===== src/rtl/regfile_read_arbiter.sv =====
// Two-channel read arbiter in front of a 32x32 register file's combinational read port.
// Define RR_ARB_EN for round-robin on contention; otherwise channel A has fixed priority.
module regfile_read_arbiter (
  input  logic        clock,
  input  logic        clear_n,
  input  logic        a_req,
  input  logic [4:0]  a_index,
  output logic        a_ack,
  output logic [31:0] a_data,
  input  logic        b_req,
  input  logic [4:0]  b_index,
  output logic        b_ack,
  output logic [31:0] b_data,
  output logic [4:0]  rf_read_index,
  input  logic [31:0] rf_read_value,
  output logic        busy,
  output logic [15:0] read_count
);

  typedef enum logic [1:0] {StIdle, StRead, StDone} state_e;

  state_e      state_q, state_d;
  logic        owner_q, owner_d;  // 1 = channel B owns the transaction
  logic [4:0]  index_q, index_d;
  logic        a_ack_q, a_ack_d;
  logic        b_ack_q, b_ack_d;
  logic [31:0] a_data_q, a_data_d;
  logic [31:0] b_data_q, b_data_d;
  logic [15:0] read_count_q, read_count_d;
  logic        grant_b;

`ifdef RR_ARB_EN
  logic last_b_q, last_b_d;

  // On contention the channel not granted last wins.
  assign grant_b = b_req & (~a_req | ~last_b_q);
`else
  assign grant_b = b_req & ~a_req;
`endif

  always_comb begin
    state_d      = state_q;
    owner_d      = owner_q;
    index_d      = index_q;
    a_ack_d      = 1'b0;
    b_ack_d      = 1'b0;
    a_data_d     = a_data_q;
    b_data_d     = b_data_q;
    read_count_d = read_count_q;
`ifdef RR_ARB_EN
    last_b_d     = last_b_q;
`endif
    case (state_q)
      StIdle: begin
        if (a_req || b_req) begin
          state_d = StRead;
          owner_d = grant_b;
          index_d = grant_b ? b_index : a_index;
`ifdef RR_ARB_EN
          last_b_d = grant_b;
`endif
        end
      end
      StRead: begin
        state_d = StDone;
        if (owner_q) begin
          b_data_d = rf_read_value;
          b_ack_d  = 1'b1;
        end else begin
          a_data_d = rf_read_value;
          a_ack_d  = 1'b1;
        end
        if (read_count_q != 16'hFFFF) begin
          read_count_d = read_count_q + 16'd1;
        end
      end
      StDone: begin
        // Requests are deliberately not sampled here.
        state_d = StIdle;
      end
      default: begin
        state_d = StIdle;
      end
    endcase
  end

  always_ff @(posedge clock or negedge clear_n) begin
    if (!clear_n) begin
      state_q      <= StIdle;
      owner_q      <= 1'b0;
      index_q      <= 5'd0;
      a_ack_q      <= 1'b0;
      b_ack_q      <= 1'b0;
      a_data_q     <= 32'd0;
      b_data_q     <= 32'd0;
      read_count_q <= 16'd0;
`ifdef RR_ARB_EN
      last_b_q     <= 1'b1;
`endif
    end else begin
      state_q      <= state_d;
      owner_q      <= owner_d;
      index_q      <= index_d;
      a_ack_q      <= a_ack_d;
      b_ack_q      <= b_ack_d;
      a_data_q     <= a_data_d;
      b_data_q     <= b_data_d;
      read_count_q <= read_count_d;
`ifdef RR_ARB_EN
      last_b_q     <= last_b_d;
`endif
    end
  end

  assign a_ack         = a_ack_q;
  assign b_ack         = b_ack_q;
  assign a_data        = a_data_q;
  assign b_data        = b_data_q;
  assign rf_read_index = index_q;
  assign read_count    = read_count_q;
  assign busy          = (state_q != StIdle);

endmodule


===== config.mk =====
export PLATFORM = sky130hd
export DESIGN_NAME = regfile_read_arbiter
export DESIGN_NICKNAME = d
export VERILOG_FILES = /design/src/rtl/regfile_read_arbiter.sv
export SDC_FILE = /design/constraint.sdc
export NUM_CORES = 1
export LEC_CHECK = 0
export CORE_MARGIN = 2
export CORE_UTILIZATION = 47
export DETAILED_ROUTE_END_ITERATION = 8
export PLACE_DENSITY = 0.84
export SLEW_MARGIN = 30
export SYNTH_ARGS = -nofsm -noshare
export SYNTH_HDL_FRONTEND = slang
export SYNTH_SLANG_ARGS = --single-unit

===== constraint.sdc =====
create_clock -name clock -period 3 [get_ports clock]
set_input_delay 0.3 -clock clock [delete_from_list [all_inputs] [get_ports clock]]
set_output_delay 0.3 -clock clock [all_outputs]
set_load 0.05 [all_outputs]

==> flow_summary.toml <==
[outcome]
status = "complete, but fails checks"
violations = "negative hold slack"

[route]
routedWlPerCell_um = 15.5
dr_total_vias = 2528
vias_per_cell = 5.12
drc_errors = 0
drt_iter0_markers = 82
finalWirelength_um = 7670
ant_nets = 0
firstDrtPassIters = 4

[clock_network]
cts_tree = "built"
cts_num_sinks = 90
htree_num_levels = 3
clockBufferDepth = 2
cts_inserted_buffers = 9
cts-root-buf = "clkbuf_8"
cts_resized = 0
clk_latency_ns = 0.35
cts_hold_buf = 0
clk_pin_slew_ns = 0.09
cts_setup_buffers = 0

[sta]
worstMarginPinSlew_ns = 0.774
max_freq_ghz = 0.418
relSlewSlack_pct = 48.4
slew_viol_final = 0
hold-worst-slack_ns = -0.00525
fin_skew_ns = 0.00624
setup_viol = 0
rsz0062_at_grt = "false"
period_minus_slack_ns = 2.39
final.setup.tns_ns = 0
timing.final.ws_setup_ns = 0.605
timing.final.crit_share_pct = 79.8
finalHoldViolCount = 9

[grt]
grt_max_degree = 91
use_met3_pct = 6.22
grt_usage_pct = 19.1
grt_pass1_vias = 2635
antenna_found_initial = 0
grt.met1_usage_pct = 23.9
grt_pass1_wl_um = 12600
grt_overflow_total = 0
grtUsageMet2_pct = 30.8
top_usage_layer = "met2"

[final_layout]
final_net_count = 437
fin_area_mm2 = 0.00521
drive_gt1_share_pct = 22.5
antennaDiodeCount = 0
area_growth_pct = 44.9
fin_util_pct = 71.0

[placed_design]
placed_area_mm2 = 0.00503
place_congestion = 0.883
hpwl_um = 5540
io_buffers = 133
place_ws_ns = 0.995

[critical_path]
required_ns = 2.70
crit_arrival_ns = 2.09
endpoint_kind = "primary output"
cp_max_fo = 8
cp-start-kind = "register"
critPathKind = "register to primary output"

[yosys]
synth_seq_area_share_pct = 62.7
syn_area_per_cell_um2 = 14.1
synth_area_mm2 = 0.00359
synth.distinct_cells = 26
syn-instance-count = 255
yosys_warnings = 0
ys_ff_latch = 90
synth_nets = 302

[die]
fp.dieArea_mm2 = 0.00836
die_w_um = 91.4
rows = 31
ios = 134
core_mm2 = 0.00733
die_h_um = 91.4
start_util_pct = 49.0

[worst_hold_path]
hp-class = "input pin to async pin"

[job]
drv_cap = 0
==> through the flow <==
stage          cells  hold slack [ns]
2_1_floorplan    255          0.00441
3_3_place_gp     478            0.487
3_5_place_dp     478            0.419
4_1_cts          494           0.0348
5_1_grt          494           0.0683
6_report         494         -0.00525
==> cell usage after synthesis <==
cell / instances / area [um2]
dfrtp_1: 90 / 2250
mux2_2: 66 / 743
nor2_1: 12 / 45.0
buf_2: 7 / 35.0
nand2_1: 7 / 26.3
nand3_1: 7 / 35.0
nand4_1: 7 / 43.8
xnor2_1: 7 / 61.3
xor2_1: 7 / 61.3
nor3_1: 6 / 30.0
a22oi_1: 5 / 37.5
a31oi_1: 5 / 31.3
nor2b_1: 5 / 31.3
o21ai_0: 5 / 25.0
inv_1: 4 / 15.0
clkbuf_1: 3 / 11.3
nor4_1: 3 / 18.8
a21oi_1: 1 / 5.00
and2_0: 1 / 6.26
buf_6: 1 / 11.3
ha_1: 1 / 12.5
nand2b_4: 1 / 13.8
nand4_2: 1 / 12.5
nor4b_2: 1 / 15.0
or2_0: 1 / 6.26
or4_1: 1 / 7.51
==> layout by cell type, fill, tap and decap left out, types with 2 or more instances in the layout <==
cell type / synthesis / final
clkdlybuf4s50_1: 0 / 132
dfrtp_1: 90 / 90
mux2_2: 66 / 66
nor2_1: 12 / 11
clkbuf_8: 0 / 9
nand2_1: 7 / 7
nand3_1: 7 / 7
nand4_1: 7 / 7
xor2_1: 7 / 7
xnor2_1: 7 / 7
nor3_1: 6 / 6
nor2b_1: 5 / 5
a31oi_1: 5 / 5
a22oi_1: 5 / 5
o21ai_0: 5 / 5
inv_1: 4 / 4
nor4_1: 3 / 3
clkinv_4: 0 / 3
clkinvlp_4: 0 / 2
==> final timing paths <==
| check | startpoint | cells past startpoint | slack (ns) | to |
|---|---|---|---|---|
| worst min-delay path | clear_n | 1 | -0.005 | read_count[15]$_DFFE_PN0P_ |
| min in group clock | b_data[14]$_DFFE_PN0P_ | 1 | 0.51 | b_data[14]$_DFFE_PN0P_ |
| worst min register to register | b_data[14]$_DFFE_PN0P_ | 1 | 0.51 | b_data[14]$_DFFE_PN0P_ |
| worst max-delay path | state_q[0]$_DFFE_PN0P_ | 3 | 0.61 | busy |
| max in group asynchronous | clear_n | 1 | 2.47 | a_data[14]$_DFFE_PN0P_ |
| worst max register to register | read_count[0]$_DFFE_PN0P_ | 5 | 1.16 | read_count[12]$_DFFE_PN0P_ |
==> critical path: stages, from the launching register on <==
cell,delay [ns]
dfrtp_1,0.42
nor2_1,0.36
inv_1,0.21
clkdlybuf4s50_1,0.76
==> state kept, by name, summed over array words and instances, names as in the netlist <==
signal,count
read_count,16
a_ack,1
state_q,2
b_ack,1
rf_read_index,5
b_data,32
a_data,32
owner_q,1
==> cells by family (layout without fill, tap and decap cells) <==
| family | Yosys count | in the layout | synth area share (%) |
|---|---|---|---|
| DFF | 90 | 90 | 62.7 |
| adders and majority gates | 1 | 1 | 0.348 |
| AOI/OAI and AO/OA | 16 | 16 | 2.75 |
| buffers and inverters | 15 | 155 | 2.02 |
| and+or+nand+nor | 53 | 53 | 8.11 |
| xor gates and xnor gates | 14 | 14 | 3.41 |
| muxes | 66 | 66 | 20.7 |
==> per-layer routing <==
layer	up-vias	routed length, um
met2	95	3740
met5	-	0
met3	12	613
met4	0	116
li1	1169	-
met1	1252	3200
==> final cells by class <==
type,instances,area [um2]
clock inverters,7,55.1
clock buffers,9,124
well taps,99,124
fillers,515,2120
inverters,4,15.0
repair buffers,135,1360
multi-input cells,150,1280
flip-flops and latches,90,2250
Power is left out: the tool's default activity adds up to more than one toggle a clock period on the data nets, which glitch-free logic cannot reach.
